## src/rtl/rv_pkg.sv

```systemverilog
// ============================================================================
// rv_pkg : shared RISC-V opcodes, next-PC select codes, fault causes and FSM states
// Rev 1.0
// ============================================================================
`default_nettype none

package rv_pkg;

  localparam logic [6:0] OPC_LUI    = 7'b0110111;
  localparam logic [6:0] OPC_AUIPC  = 7'b0010111;
  localparam logic [6:0] OPC_JAL    = 7'b1101111;
  localparam logic [6:0] OPC_JALR   = 7'b1100111;
  localparam logic [6:0] OPC_BRANCH = 7'b1100011;
  localparam logic [6:0] OPC_LOAD   = 7'b0000011;
  localparam logic [6:0] OPC_STORE  = 7'b0100011;
  localparam logic [6:0] OPC_OP_IMM = 7'b0010011;
  localparam logic [6:0] OPC_OP     = 7'b0110011;
  localparam logic [6:0] OPC_SYSTEM = 7'b1110011;

  localparam logic [1:0] PCS_SEQ  = 2'b00;
  localparam logic [1:0] PCS_BR   = 2'b01;
  localparam logic [1:0] PCS_JAL  = 2'b10;
  localparam logic [1:0] PCS_JALR = 2'b11;

  localparam logic [1:0] FC_NONE     = 2'b00;
  localparam logic [1:0] FC_MISALIGN = 2'b01;
  localparam logic [1:0] FC_TIMEOUT  = 2'b10;

  localparam logic [31:0] NOP = 32'h0000_0013;

  typedef enum logic [1:0] {
    S_IDLE  = 2'd0,
    S_FETCH = 2'd1,
    S_ISSUE = 2'd2,
    S_FAULT = 2'd3
  } ifu_state_t;

endpackage

`default_nettype wire

```

## src/rtl/next_pc_calc.sv

```systemverilog
// ============================================================================
// next_pc_calc : combinational next-PC mux with target misalignment check
// Rev 1.0
// ============================================================================
`default_nettype none

module next_pc_calc
  import rv_pkg::*;
#(
  parameter int XLEN = 32
) (
  input  logic [XLEN-1:0] i_pc,
  input  logic [1:0]      i_pcs,
  input  logic            i_br_taken,
  input  logic [XLEN-1:0] i_imm,
  input  logic [XLEN-1:0] i_alu_res,
  output logic [XLEN-1:0] o_npc,
  output logic            o_misalign
);

  logic [XLEN-1:0] w_seq;
  logic [XLEN-1:0] w_rel;

  assign w_seq = i_pc + XLEN'(4);
  assign w_rel = i_pc + i_imm;

  always_comb begin
    o_npc = w_seq;
    case (i_pcs)
      PCS_SEQ:  o_npc = w_seq;
      PCS_BR:   o_npc = i_br_taken ? w_rel : w_seq;
      PCS_JAL:  o_npc = w_rel;
      PCS_JALR: o_npc = i_alu_res & ~XLEN'(1);
      default:  o_npc = w_seq;
    endcase
  end

  assign o_misalign = |o_npc[1:0];

endmodule

`default_nettype wire

```

## src/rtl/instruction_fetch_unit.sv

```systemverilog
// ============================================================================
// instruction_fetch_unit : PC owner, IMEM fetch handshake, instruction decode slices
// Rev 1.0
// ============================================================================
`default_nettype none

module instruction_fetch_unit
  import rv_pkg::*;
#(
  parameter int              XLEN         = 32,
  parameter logic [XLEN-1:0] RESET_PC     = '0,
  parameter int              IMEM_TIMEOUT = 15
) (
  input  logic            clk,
  input  logic            rst_n,
  output logic            o_imem_req,
  output logic [XLEN-1:0] o_imem_addr,
  input  logic            i_imem_valid,
  input  logic [31:0]     i_imem_rdata,
  input  logic            i_stage_done,
  input  logic [1:0]      i_pcs,
  input  logic            i_br_taken,
  input  logic [XLEN-1:0] i_imm,
  input  logic [XLEN-1:0] i_alu_res,
  output logic            o_instr_valid,
  output logic [31:0]     o_instr,
  output logic [6:0]      o_op_code,
  output logic [2:0]      o_funct_3,
  output logic [6:0]      o_funct_7,
  output logic [4:0]      o_rs1,
  output logic [4:0]      o_rs2,
  output logic [4:0]      o_rd,
  output logic [XLEN-1:0] o_pc_out,
  output logic [XLEN-1:0] o_pc_plus4,
  output logic            o_fault,
  output logic [1:0]      o_fault_cause
);

  localparam int             c_cnt_w    = (IMEM_TIMEOUT > 1) ? $clog2(IMEM_TIMEOUT) : 1;
  localparam logic [c_cnt_w-1:0] c_cnt_last = c_cnt_w'(IMEM_TIMEOUT - 1);

  ifu_state_t         r_state;
  ifu_state_t         w_state_nxt;
  logic [XLEN-1:0]    r_pc;
  logic [31:0]        r_instr;
  logic [c_cnt_w-1:0] r_wait_cnt;
  logic               r_fault;
  logic [1:0]         r_fault_cause;

  logic [XLEN-1:0]    w_npc;
  logic               w_misalign;
  logic               w_capture;
  logic               w_timeout;
  logic               w_pc_load;
  logic               w_misfault;

  next_pc_calc #(.XLEN(XLEN)) u_next_pc_calc (
    .i_pc       (r_pc),
    .i_pcs      (i_pcs),
    .i_br_taken (i_br_taken),
    .i_imm      (i_imm),
    .i_alu_res  (i_alu_res),
    .o_npc      (w_npc),
    .o_misalign (w_misalign)
  );

  always_comb begin
    w_state_nxt = r_state;
    w_capture   = 1'b0;
    w_timeout   = 1'b0;
    w_pc_load   = 1'b0;
    w_misfault  = 1'b0;
    case (r_state)
      S_IDLE: w_state_nxt = S_FETCH;
      S_FETCH: begin
        // A response arriving on the last allowed cycle beats the timeout.
        if (i_imem_valid) begin
          w_capture   = 1'b1;
          w_state_nxt = S_ISSUE;
        end else if (r_wait_cnt == c_cnt_last) begin
          w_timeout   = 1'b1;
          w_state_nxt = S_FAULT;
        end
      end
      S_ISSUE: begin
        if (i_stage_done) begin
          if (w_misalign) begin
            w_misfault  = 1'b1;
            w_state_nxt = S_FAULT;
          end else begin
            w_pc_load   = 1'b1;
            w_state_nxt = S_FETCH;
          end
        end
      end
      S_FAULT: w_state_nxt = S_FAULT;
      default: w_state_nxt = S_IDLE;
    endcase
  end

  always_ff @(posedge clk or negedge rst_n) begin
    if (!rst_n) begin
      r_state       <= S_IDLE;
      r_pc          <= RESET_PC;
      r_instr       <= NOP;
      r_wait_cnt    <= '0;
      r_fault       <= 1'b0;
      r_fault_cause <= FC_NONE;
    end else begin
      r_state <= w_state_nxt;
      if (w_pc_load) r_pc <= w_npc;
      if (w_capture) r_instr <= i_imem_rdata;
      if ((r_state == S_FETCH) && !w_capture && !w_timeout) begin
        r_wait_cnt <= r_wait_cnt + c_cnt_w'(1);
      end else begin
        r_wait_cnt <= '0;
      end
      if (w_timeout) begin
        r_fault       <= 1'b1;
        r_fault_cause <= FC_TIMEOUT;
      end else if (w_misfault) begin
        r_fault       <= 1'b1;
        r_fault_cause <= FC_MISALIGN;
      end
    end
  end

  // Request is state-decoded so an async reset drops it without waiting for a clock.
  assign o_imem_req    = (r_state == S_FETCH);
  assign o_imem_addr   = r_pc;
  assign o_instr_valid = (r_state == S_ISSUE);
  assign o_instr       = r_instr;
  assign o_op_code     = r_instr[6:0];
  assign o_funct_3     = r_instr[14:12];
  assign o_funct_7     = r_instr[31:25];
  assign o_rs1         = r_instr[19:15];
  assign o_rs2         = r_instr[24:20];
  assign o_rd          = r_instr[11:7];
  assign o_pc_out      = r_pc;
  assign o_pc_plus4    = r_pc + XLEN'(4);
  assign o_fault       = r_fault;
  assign o_fault_cause = r_fault_cause;

endmodule

`default_nettype wire
```

## config.mk

```make
export PLATFORM = sky130hd
export DESIGN_NAME = instruction_fetch_unit
export DESIGN_NICKNAME = d
export VERILOG_FILES = /design/src/rtl/rv_pkg.sv /design/src/rtl/next_pc_calc.sv /design/src/rtl/instruction_fetch_unit.sv
export SDC_FILE = /design/constraint.sdc
export NUM_CORES = 1
export LEC_CHECK = 0
export ABC_AREA = 1
export CAP_MARGIN = 15
export CORE_MARGIN = 1.5
export CORE_UTILIZATION = 46
export DETAILED_ROUTE_END_ITERATION = 8
export PLACE_DENSITY = 0.82
export SLEW_MARGIN = 25
export SYNTH_ARGS = -nofsm -noshare
export SYNTH_HDL_FRONTEND = slang
export SYNTH_SLANG_ARGS = --single-unit
export TNS_END_PERCENT = 1
```

## constraint.sdc

```tcl
create_clock -name clk -period 2.7 [get_ports clk]
set_input_delay 0.27 -clock clk [delete_from_list [all_inputs] [get_ports clk]]
set_output_delay 0.27 -clock clk [all_outputs]
set_load 0.02 [all_outputs]
```

[Word level (Yosys, flattened, before mapping)]
Index checks and enable logic that the tools add are counted.
Word-level totals
  bits of input ports: 103
  register bits: 73
  output and inout bits: 165
Operators by class
  add/subtract/negate cells: 3
  reductions and logical operators: 9
  eq/ne operators: 9
  multiplexer cells: 23
Operators by type and width (count)
  $pmux 32 s4: 1
  $add 32x3->32 const B: 1
  $add 32x32->32: 1
  $mux 32: 1
  $mux 1: 13
  $mux 2: 6
  $eq 2x2->1 const B: 4
  $pmux 2 s4: 1
  $add 4x1->4 const B: 1
  $eq 2x1->1 const B: 2
  $eq 4x4->1 const B: 1
  $logic_not 2->1: 2
  $mux 4: 1
  $ne 3x1->1 const B: 1
  $logic_and 1x1->1: 2
  $logic_not 1->1: 2
  $ne 2x2->1 const B: 1
  $reduce_and 2->1: 1
  $reduce_bool 2->1: 1
  $reduce_or 2->1: 1

[Longest topological paths before layout]
Gate-level depths: netlist (run 1).
  word-level depth: 9
  mapped depth: 15

[Cells and area by module]
From an unflattened synthesis (run 1), not the netlist that was laid out.
Second synthesis, totals
  cell total of the unflattened synthesis: 1258
  area, all modules: 7752.4 µm²
By module, submodules not included
  instruction_fetch_unit: area each 4232.8 µm², times used 1, sequential area each 1830.5 µm², cells an instance 553
  next_pc_calc: area each 3519.6 µm², times used 1, sequential area each 0.0 µm², cells an instance 705

[Worst setup path before layout (run 1)]
OpenSTA, ideal clock, no wires.
  path type: register to register
  start point: register r_pc[0] (netlist: o_imem_addr[0])
  end point: register r_pc[14] (netlist: o_imem_addr[14])
  cell stages (with the launch flop): 13
  data arrival time: 2124 ps
  setup slack: 459 ps
  library setup time: 117 ps
  buffers on the path: 2
  cell sequence: dfrtp_1 > ha_1 > inv_1 > fa_1 > nor2_1 > o21ai_2 > nand2_1 > nor2_2 > buf_6 > buf_6 > o21ai_0 > o21ai_1 > inv_1
Between the ends
  word-level cells in the longest chain between the ends: 7
  elaborated cells between the ends (all ways): 8
  those cells by class: 2 x add/sub; 5 x mux; 1 x reduce/logical
RTL lines
  start, declared: line instruction_fetch_unit.sv:44  | logic [XLEN-1:0] r_pc;
  start signal, assigned: line instruction_fetch_unit.sv:111  | if (w_pc_load) r_pc <= w_npc;
  $add 32x3->32 / $add 32x32->32 (equally long branches): line next_pc_calc.sv:24, next_pc_calc.sv:25
  $mux 32: line next_pc_calc.sv:31  | PCS_BR: o_npc = i_br_taken ? w_rel : w_seq;
  $pmux 32 s4 *: line next_pc_calc.sv:29  | case (i_pcs)
  $reduce_or 2->1: line next_pc_calc.sv:38  | assign o_misalign = |o_npc[1:0];
  $mux 1: line instruction_fetch_unit.sv:87  | if (w_misalign) begin
  $mux 1: line instruction_fetch_unit.sv:86  | if (i_stage_done) begin
  $mux 1: line instruction_fetch_unit.sv:73  | case (r_state)
Mark *: on every way between the ends. The rest lies on a longest branch, timed or not.
A chain may end at the register's enable or synchronous reset.

[Worst setup path after layout (run 1)]
  start point: register r_pc[9] (netlist: o_imem_addr[9])
  end point: output port o_pc_plus4[28]
Between the ends
  word-level cells in the longest chain between the ends: 1
RTL lines
  $add 32x3->32: line instruction_fetch_unit.sv:140  | assign o_pc_plus4 = r_pc + XLEN'(4);
  end, declared: line instruction_fetch_unit.sv:34  | output logic [XLEN-1:0] o_pc_plus4,
No other way between the ends.

==> results of run 1 <==
-- placed cells by master (no fill, tap or decap), drive strengths merged, types with 7 or more instances in the layout --
master	n
nand4	10
buf	37
nor3	20
mux2	32
o21ai	37
ha	34
a21oi	25
xnor2	10
nand2	416
xor2	7
clkdlybuf4s50	256
clkbuf	10
nand3	95
inv	239
nor2	88
dfrtp	70
-- per-stage QoR --
stage,power (mW),instances,cell area [um2]
5_1_grt,13.2,1646,10400
3_5_place_dp,10.9,1628,9960
4_1_cts,12.3,1646,10300
6_report,12.4,1646,10400
2_1_floorplan,7.51,1196,7350
3_3_place_gp,10.7,1628,9960
-- metal layers --
metal | GRT usage, % | vias to the layer above | share of wire [%]
met5 | 0 | - | 0
li1 | - | 4067 | -
met1 | 38.1 | 3743 | 40
met2 | 55.9 | 349 | 48
met3 | 6.73 | 63 | 7.1
met4 | 13.4 | 0 | 4.1
-- power by group through the flow --
| stage | sequential, mW | clock, mW | combinational, mW |
|---|---|---|---|
| 6_report | 2.20 | 1.31 | 8.84 |
| 5_1_grt | 2.26 | 1.37 | 9.59 |
| 4_1_cts | 2.18 | 1.33 | 8.77 |
| 3_5_place_dp | 2.18 | 0 | 8.68 |
| 3_3_place_gp | 2.16 | 0 | 8.59 |
| 2_1_floorplan | 2.62 | 0 | 4.89 |
-- path summary, 6_finish.rpt --
path / startpoint / cells past startpoint / endpoint
setup reg to reg: o_imem_addr[25] / 11 / o_imem_addr[28]
hold / removal: rst_n / 1 / o_imem_addr[27]
setup / recovery: o_imem_addr[9] / 9 / o_pc_plus4[28]
max in group asynchronous: rst_n / 1 / o_imem_addr[4]
hold reg to reg: o_fault / 2 / o_fault
min in group clk: o_fault / 2 / o_fault
-- what timing repair did --
item	CTS	global route
pin swaps	1	1
endpoints found under the setup margin	21	15
buffers inserted	2	0
resized for setup	15	16
-- state kept, by name (all words and copies together) (netlist names) --
signal         flops
r_wait_cnt         4
r_state            2
o_instr           32
o_fault            1
o_imem_addr       32
o_fault_cause      2
-- kinds of logic after synthesis --
logic type,synth area share (%)
multiplexers,4.90
AO/OA/AOI/OAI,6.13
AND/OR/NAND/NOR,35.7
buffers and inverters,20.3
XOR/XNOR,2.03
adder cells (fa/ha/maj),6.06
flip-flops,24.9
-- worst max-delay path, delay by kind of cell (launching register included) --
kind	cells	cell delay (ns)
flops	1	0.45
simple gates	6	0.88
buf+inv	3	0.77
-- layout make-up --
cell class                      instances  area, um2
Fill cell                            1473       5410
Multi-Input combinational cell        802       4060
Timing Repair Buffer                  302       2970
Sequential cell                        73       1850
Inverter                              237        890
Tap cell                              216        270
Clock buffer                           10        229
Clock inverter                          6       90.1
==> flow_metrics.env, run 1 <==
export IMPL_grt_remaining_overflow=0
export IMPL_critPathCaptureType="primary output"
export IMPL_diodes=0
export IMPL_ioPinCount=268
export IMPL_p_seq_share_pct=17.8
export IMPL_reg2reg_slack_ns=0.24
export IMPL_crit_slowest_cell="clkdlybuf4s50_1"
export IMPL_max_stage_delay_ns=0.60
export IMPL_dieHeight_um=129
export IMPL_wl_per_cell_um=16.3
export IMPL_synth_most_common_cell="nand2_1"
export IMPL_grt_pass1_vias=7918
export IMPL_max_slew_margin_pct=53.4
export IMPL_power_share_clock_pct=10.6
export IMPL_timing_hold_ws_ns=-0.0505
export IMPL_dr_pass1_iters=5
export IMPL_rsz0062_at_grt="yes"
export IMPL_postSynthAreaPerCell_um2=6.15
export IMPL_cp_common_cell="nand2_1"
export IMPL_postRouteWirelength_um=26800
export IMPL_drv_slew=0
export IMPL_synth_common_cells="nand2_1 (414), inv_1 (234), nand3_1 (94)"
export IMPL_numClockSinks=73
export IMPL_drive_above_1_share_pct=8.60
export IMPL_ys_top_cells_by_area="dfrtp_1 (24%), nand2_1 (21%), inv_1 (12%), buf_4 (6.8%), nand3_1 (6.4%)"
export IMPL_grt_pass1_wl_um=41000
export IMPL_clk_path_buf_depth=2
export IMPL_ys_flop_type="dfrtp_1"
export IMPL_async_reset_ff_share_pct=100
export IMPL_core_mm2=0.0158
export IMPL_antenna_found_initial=0
export IMPL_die_area_mm2=0.0167
export IMPL_power_density_mw_per_mm2=1190
export IMPL_crit_path_max_fanout=6
export IMPL_fin_crit_ns=2.70
export IMPL_htree_levels=3
export IMPL_viasPerCell=5.00
export IMPL_start_util_pct=46.6
export IMPL_finalSetupTns_ns=-0.00157
export IMPL_yosysTopAreaCellShare_pct=23.8
export IMPL_pre_cts_slack_ns=0.0771
export IMPL_die_w_um=129
export IMPL_synth_area_leader_cell="dfrtp_1"
export IMPL_hp_class="input pin to asynchronous set/reset pin"
export IMPL_clk_latency_ns=0.34
export IMPL_power_leakage_nw=5.46
export IMPL_fmax_mhz=370
export IMPL_final_core_util_pct=65.7
export IMPL_gr_usage_all_layers_pct=32.0
export IMPL_p_int_mw=6.16
export IMPL_start_kind="register"
export IMPL_critPathRequiredTime_ns=2.43
export IMPL_cts_root_buf="clkbuf_16"
export IMPL_yosysUniqueCellTypes=39
export IMPL_finalWorstSetupSlack_ns=-0.00157
export IMPL_place_hpwl_um=21300
export IMPL_synth_edf_count=0
export IMPL_area_growth_pct=40.9
export IMPL_fin_nets=1563
export IMPL_rows=46
export IMPL_skew_ns=0.00574
export IMPL_hold_violations=70
export IMPL_ir_drop_uv=828
export IMPL_port_buffers=266
export IMPL_numCtsBuffers=9
export IMPL_ys_seq_elements=73
export IMPL_tightestPinTransition_ns=0.700
export IMPL_seq_area_frac_synth_pct=24.9
export IMPL_switchingPower_mw=6.19
export IMPL_syn_inst=1196
export IMPL_pwr_share_comb_pct=71.6
export IMPL_drtAntennaViolNets=0
export IMPL_syn_num_nets=1334
export IMPL_drc=0
export IMPL_setup_violations_final=1
export IMPL_gp_congestion=0.986
export IMPL_drtIter0Drc=525
export IMPL_violations="negative hold slack, negative setup slack"
export IMPL_ys_warnings_count=0
export IMPL_num_vias=8222
export IMPL_status="finished with violations"
export IMPL_grt_max_degree=74
export IMPL_cts_tree="yes"
export IMPL_crit_arrival_ns=2.43
export IMPL_max_cap_violations=0
export IMPL_min_period_over_period_pct=100
export IMPL_criticalPathCategory="register to primary output"
export IMPL_clk_pin_slew_ns=0.06
export IMPL_postCtsHoldBufs=0
export IMPL_crit_chain="inv_1 -> nor3_1 -> nand2_1 -> nor2_2 -> nand2_1 -> nand2_1 -> nand2_1 -> inv_1 -> clkdlybuf4s50_1"
export IMPL_sw_frac_of_total_pct=50.1
export IMPL_synth_area_mm2=0.00735
Power figures use the tool's default switching activity.
==> run 2: changes to the inputs <==
--- a/config.mk
+++ b/config.mk
@@ -9,8 +9,11 @@
 export CAP_MARGIN = 15
 export CORE_MARGIN = 1.5
 export CORE_UTILIZATION = 46
+export CTS_CLUSTER_SIZE = 25
 export DETAILED_ROUTE_END_ITERATION = 8
+export MAX_ROUTING_LAYER = met4
 export PLACE_DENSITY = 0.82
+export RECOVER_POWER = 100
 export SLEW_MARGIN = 25
 export SYNTH_ARGS = -nofsm -noshare
 export SYNTH_HDL_FRONTEND = slang
==> flow_metrics.env, run 2 (synthesis gave the netlist of run 1 again) <==
export IMPL_status="finished with violations"
export IMPL_violations="max-capacitance violations, max-slew violations"
export IMPL_num_vias=8210
export IMPL_die_w_um=129
export IMPL_numClockSinks=73
export IMPL_fin_area_mm2=0.0104
export IMPL_rows=46
export IMPL_rsz0062_at_grt="yes"
export IMPL_top_usage_layer="met2"
export IMPL_viasPerCell=4.98
export IMPL_drtAntennaViolNets=0
export IMPL_skew_ns=0.0110
export IMPL_grtUsageMet3_pct=6.11
export IMPL_seqCellArea_mm2=0.00185
export IMPL_hold_violations=0
export IMPL_htree_levels=3
export IMPL_drv_slew=74
export IMPL_power_leakage_nw=5.51
export IMPL_place_hpwl_um=21300
export IMPL_num_fill_cells=1493
export IMPL_ioPinCount=268
export IMPL_regToRegStartpoint="o_imem_addr[2]"
export IMPL_grt_util_met2_pct=53.5
export IMPL_power_density_mw_per_mm2=1160
export IMPL_clk_pin_slew_ns=0.07
export IMPL_drive_above_1_share_pct=8.87
export IMPL_port_buffers=266
export IMPL_critPathCaptureType="primary output"
export IMPL_max_slew_margin_pct=-26.2
export IMPL_numCtsBuffers=9
export IMPL_hp_class="register to register"
export IMPL_tightestPinTransition_ns=1.89
export IMPL_max_stage_delay_ns=0.59
export IMPL_final_common_cell="nand2_1"
export IMPL_grt_pass1_wl_um=39400
export IMPL_ir_drop_uv=783
export IMPL_critPathRequiredTime_ns=2.43
export IMPL_cts_root_buf="clkbuf_16"
export IMPL_criticalPathCategory="register to primary output"
export IMPL_fmax_mhz=379
export IMPL_drc=0
export IMPL_crit_chain="inv_1 -> nor3_2 -> nand2_1 -> nor2_1 -> nand2_1 -> nand2_1 -> nand2_1 -> inv_1 -> clkdlybuf4s50_1"
export IMPL_layout_common_cells="nand2_1 (413), inv_1 (234), clkdlybuf4s50_1 (175)"
export IMPL_start_kind="register"
export IMPL_crit_path_max_fanout=6
export IMPL_crit_slowest_cell="clkdlybuf4s50_1"
export IMPL_fin_nets=1564
export IMPL_cts_tree="yes"
export IMPL_grt_max_degree=74
export IMPL_min_period_over_period_pct=97.8
export IMPL_fin_crit_ns=2.64
export IMPL_crit_arrival_ns=2.37
export IMPL_core_mm2=0.0158
export IMPL_clk_latency_ns=0.35
export IMPL_setup_violations_final=0
export IMPL_grt_pass1_vias=7792
export IMPL_final_core_util_pct=65.8
export IMPL_antenna_found_initial=0
export IMPL_grt_remaining_overflow=0
export IMPL_wl_per_cell_um=16.0
export IMPL_start_util_pct=46.6
export IMPL_gp_congestion=0.980
export IMPL_setup_worst_path_start="o_imem_addr[9]"
export IMPL_finalWorstSetupSlack_ns=0.0594
export IMPL_postRouteWirelength_um=26300
export IMPL_diodes=0
export IMPL_clk_path_buf_depth=2
export IMPL_min_from="o_fault"
export IMPL_multi_input_area_mm2=0.00408
export IMPL_max_cap_violations=1
export IMPL_drtIter0Drc=571
export IMPL_dr_pass1_iters=5
export IMPL_finalSetupTns_ns=0
export IMPL_placed_cell_area_mm2=0.00997
export IMPL_gr_usage_all_layers_pct=31.9
export IMPL_grtUsageMet1_pct=37.6
export IMPL_cp_common_cell="nand2_1"
export IMPL_dieHeight_um=129
export IMPL_area_growth_pct=41.2
export IMPL_pre_cts_slack_ns=0.00382
export IMPL_die_area_mm2=0.0167
## run 2: metrics by stage
step | instances | total power, mW | hold WS (ns)
6_report | 1647 | 12.1 | 0.491
5_1_grt | 1647 | 12.9 | 0.524
4_1_cts | 1645 | 12.2 | 0.112
3_5_place_dp | 1629 | 10.9 | 0.466
3_3_place_gp | 1629 | 10.8 | 0.471
2_1_floorplan | 1196 | 7.51 | -0.0256
## run 2: worst max-delay path, delay by kind of cell (launching register included)
family | cells | cell delay, ns
buffers and inverters | 3 | 0.78
flip-flops | 1 | 0.45
AND/OR/NAND/NOR | 6 | 0.80
## run 2: final cells by class
cell class | instances | share of cell area (%)
clock inverter | 7 | 0.832
tap | 216 | 2.60
timing repair buffer | 303 | 28.7
clock buffer | 9 | 2.17
inverter | 237 | 8.57
multi-input combinational | 802 | 39.3
sequential | 73 | 17.8
## run 2: report_power, final
group / total [mW] / switching [mW] / internal [mW]
Sequential: 2.16 / 0.562 / 1.60
Combinational: 8.62 / 5.07 / 3.55
Clock: 1.28 / 0.541 / 0.736
## run 2: per-layer routing
metal / share of wire [%] / up-vias
li1: - / 4064
met1: 40 / 3691
met2: 48 / 391
met3: 8.0 / 64
met4: 4.1 / 0
met5: 0 / -
## run 2: worst paths after layout
path	to	slack, ns	depth (start not counted)
worst max-delay path	o_pc_plus4[22]	0.06	9
worst min-delay path	o_fault	0.49	2
worst max register to register	o_imem_addr[29]	0.28	13
worst min register to register	o_fault	0.49	2
max in group asynchronous	o_imem_addr[2]	0.44	2
min in group asynchronous	o_imem_addr[27]	0.96	2
## run 2: repair_timing
| action | in CTS | in global routing |
|---|---|---|
| pin swaps | 1 | 1 |
| buffers inserted | 0 | 1 |
| gates resized for setup | 15 | 23 |
| hold buffers | 0 | 1 |
| hold endpoints to repair | 0 | 8 |
| setup endpoints to repair | 18 | 17 |
| cloned | 0 | 0 |
==> run 3: changes to the inputs <==
--- a/config.mk
+++ b/config.mk
@@ -8,14 +8,15 @@
 export ABC_AREA = 1
 export CAP_MARGIN = 15
 export CORE_MARGIN = 1.5
-export CORE_UTILIZATION = 46
+export CORE_UTILIZATION = 47
 export CTS_CLUSTER_SIZE = 25
 export DETAILED_ROUTE_END_ITERATION = 8
 export MAX_ROUTING_LAYER = met4
-export PLACE_DENSITY = 0.82
+export PLACE_DENSITY = 0.83
 export RECOVER_POWER = 100
 export SLEW_MARGIN = 25
 export SYNTH_ARGS = -nofsm -noshare
 export SYNTH_HDL_FRONTEND = slang
+export SYNTH_HIERARCHICAL = 1
 export SYNTH_SLANG_ARGS = --single-unit
 export TNS_END_PERCENT = 1
==> flow_metrics.env, run 3 <==
export IMPL_grt_max_degree=41
export IMPL_pre_cts_slack_ns=0.0476
export IMPL_fmax_mhz=375
export IMPL_max_stage_delay_ns=0.61
export IMPL_ys_warnings_count=6
export IMPL_synth_most_common_cell="nand2_1"
export IMPL_setup_violations_final=0
export IMPL_fin_nets=1624
export IMPL_ioPinCount=268
export IMPL_max_slew_margin_pct=-30.7
export IMPL_crit_chain="nand2_1 -> nor2_1 -> nand2_1 -> nor2_8 -> xor2_2 -> clkdlybuf4s50_1"
export IMPL_skew_ns=0.00618
export IMPL_num_fill_cells=1468
export IMPL_critPathCaptureType="primary output"
export IMPL_synthSimpleGateAreaFrac_pct=45.0
export IMPL_drive_above_1_share_pct=7.11
export IMPL_drc=0
export IMPL_drtIter0Drc=849
export IMPL_diodes=0
export IMPL_synth_area_mm2=0.00775
export IMPL_min_period_over_period_pct=98.7
export IMPL_yosysTopAreaCellShare_pct=22.6
export IMPL_viasPerCell=5.44
export IMPL_crit_slowest_cell="clkdlybuf4s50_1"
export IMPL_htree_levels=3
export IMPL_power_leakage_nw=5.40
export IMPL_postRouteWirelength_um=29600
export IMPL_die_area_mm2=0.0173
export IMPL_grt_remaining_overflow=0
export IMPL_reg2reg_slack_ns=0.21
export IMPL_criticalPathCategory="register to primary output"
export IMPL_clk_path_buf_depth=2
export IMPL_synth_area_leader_cell="dfrtp_1"
export IMPL_die_w_um=131
export IMPL_gp_congestion=0.963
export IMPL_fin_area_mm2=0.0107
export IMPL_numClockSinks=73
export IMPL_crit_arrival_ns=2.40
export IMPL_max_cap_violations=1
export IMPL_syn_num_nets=1397
export IMPL_cp_common_cell="nand2_1"
export IMPL_grt_pass1_vias=8757
export IMPL_place_hpwl_um=23500
export IMPL_async_reset_ff_share_pct=100
export IMPL_grt_pass1_wl_um=46000
export IMPL_synth_fa_ha_area_share_pct=5.91
export IMPL_critPathRequiredTime_ns=2.43
export IMPL_area_growth_pct=38.2
export IMPL_dr_pass1_iters=5
export IMPL_ir_drop_uv=644
export IMPL_r2r_end="o_instr[11]"
export IMPL_syn_inst=1258
export IMPL_drv_slew=35
export IMPL_whs_endpoint="o_fault"
export IMPL_tightestPinTransition_ns=1.96
export IMPL_finalWorstSetupSlack_ns=0.0348
export IMPL_clk_latency_ns=0.34
export IMPL_ys_seq_elements=73
export IMPL_power_density_mw_per_mm2=1120
export IMPL_gr_usage_all_layers_pct=34.5
export IMPL_fin_crit_ns=2.67
export IMPL_cts_setup_buffers=0
export IMPL_hp_class="register to register"
export IMPL_min_from="o_fault"
export IMPL_worstRegToRegCells=7
export IMPL_synth_edf_count=0
export IMPL_total_power_mw=12.0
export IMPL_layout_common_cells="nand2_1 (453), clkdlybuf4s50_1 (175), nand3_1 (149)"
export IMPL_synth_compound_area_share_pct=7.26
export IMPL_start_util_pct=48.5
export IMPL_regToRegStartpoint="r_state[0]"
export IMPL_antenna_found_initial=0
export IMPL_cts_root_buf="clkbuf_16"
export IMPL_drtAntennaViolNets=0
export IMPL_hold_violations=0
export IMPL_final_common_cell="nand2_1"
export IMPL_synth_xor_area_share_pct=3.60
export IMPL_core_mm2=0.0160
export IMPL_num_vias=9278
export IMPL_dieHeight_um=131
export IMPL_postSynthAreaPerCell_um2=6.16
export IMPL_postCtsHoldBufs=0
export IMPL_seq_area_frac_synth_pct=23.6
export IMPL_start_kind="register"
export IMPL_cts_tree="yes"
export IMPL_synth_top_family_by_area="simple AND/OR/NAND/NOR gates"
export IMPL_ys_top_cells_by_area="dfrtp_1 (23%), nand2_1 (22%), nand3_1 (9.6%), buf_4 (6.4%), inv_1 (6.2%)"
export IMPL_final_core_util_pct=67.0
export IMPL_crit_path_max_fanout=6
export IMPL_port_buffers=266
export IMPL_synth_mux_area_share_pct=0
export IMPL_wl_per_cell_um=17.3
export IMPL_clk_pin_slew_ns=0.06
export IMPL_synth_common_cells="nand2_1 (453), nand3_1 (149), inv_1 (129)"
export IMPL_rsz0062_at_grt="yes"
export IMPL_placed_cell_area_mm2=0.0104
export IMPL_rows=46
export IMPL_yosysUniqueCellTypes=46
export IMPL_numCtsBuffers=9
export IMPL_hold_depth=2
export IMPL_instances_no_fill=1706
export IMPL_status="finished with violations"
export IMPL_ys_flop_type="dfrtp_1"
export IMPL_post_place_cells=1690
export IMPL_violations="max-capacitance violations, max-slew violations"
run 3: changes by cell type after synthesis, moves of 6 or more:
cell and change:
inv_1 -105, nand3_1 +55, nand2_1 +39, nor2_1 +37, mux2_2 -32, a21oi_1 +18
o211ai_1 +12, nand3b_1 +11, nor2_4 +10, buf_2 +9, o21ai_0 -9, xor2_1 +8
nor3_1 -6
run 3: cell families (layout without fill, tap and decap cells):
| group | after synthesis | after routing |
|---|---|---|
| DFF | 73 | 73 |
| xor gates and xnor gates | 31 | 31 |
| buffers and inverters | 223 | 455 |
| adders and majority gates | 36 | 36 |
| and+or+nand+nor | 800 | 800 |
| AOI/OAI and AO/OA | 95 | 95 |
run 3: worst max-delay path, delay by kind of cell, from the launching register on:
| family | cells | cell delay, ns |
|---|---|---|
| AND/OR/NAND/NOR | 4 | 0.71 |
| flip-flops | 1 | 0.59 |
| XOR/XNOR | 1 | 0.15 |
| buffers and inverters | 1 | 0.61 |
run 3: layer usage:
| metal | vias to the layer above | GRT usage, % | share of wire [%] |
|---|---|---|---|
| met3 | 82 | 5.17 | 8.9 |
| met4 | 0 | 12.0 | 3.0 |
| li1 | 4426 | - | - |
| met5 | - | - | 0 |
| met2 | 552 | 56.8 | 47 |
| met1 | 4218 | 43.1 | 41 |
run 3: cell type report:
| type | count | area [um2] | share of cell area (%) |
|---|---|---|---|
| multi-input cells | 962 | 4790 | 44.7 |
| well taps | 216 | 270 | 2.52 |
| flip-flops and latches | 73 | 1840 | 17.2 |
| clock inverters | 6 | 66.3 | 0.619 |
| repair buffers | 308 | 3010 | 28.1 |
| inverters | 131 | 492 | 4.59 |
| clock buffers | 10 | 239 | 2.23 |
run 3: power by group:
| part | leakage, nW | total [mW] | switching, mW | internal [mW] |
|---|---|---|---|---|
| Combinational | 4.37 | 8.35 | 4.98 | 3.37 |
| Sequential | 0.883 | 2.40 | 0.816 | 1.58 |
| Clock | 0.141 | 1.23 | 0.491 | 0.742 |
run 3: stage by stage:
step / hold WS (ns) / setup TNS (ns)
floorplan: -0.0256 / 0
global placement: 0.404 / 0
detailed placement: 0.400 / 0
CTS: 0.0440 / 0
global route: 0.493 / -0.0547
finish: 0.460 / 0
run 3: repair_timing:
item | in CTS | in global routing
pin swaps | 0 | 1
resized for setup | 2 | 20
setup endpoints to repair | 4 | 23
run 3: worst max-delay path by stage:
stage | to | slack (ns) | from | cells after the start
CTS | o_pc_plus4[24] | 0.004 | o_imem_addr[14] | 8
detailed placement | o_imem_addr[27] | 0.05 | i_imm[0] | 11
finish | o_pc_plus4[17] | 0.03 | o_imem_addr[9] | 6
global route | o_pc_plus4[30] | -0.03 | o_imem_addr[18] | 8
floorplan | o_imem_addr[16] | 0.40 | o_imem_addr[0] | 9
global placement | o_imem_addr[30] | 0.08 | i_imm[0] | 11
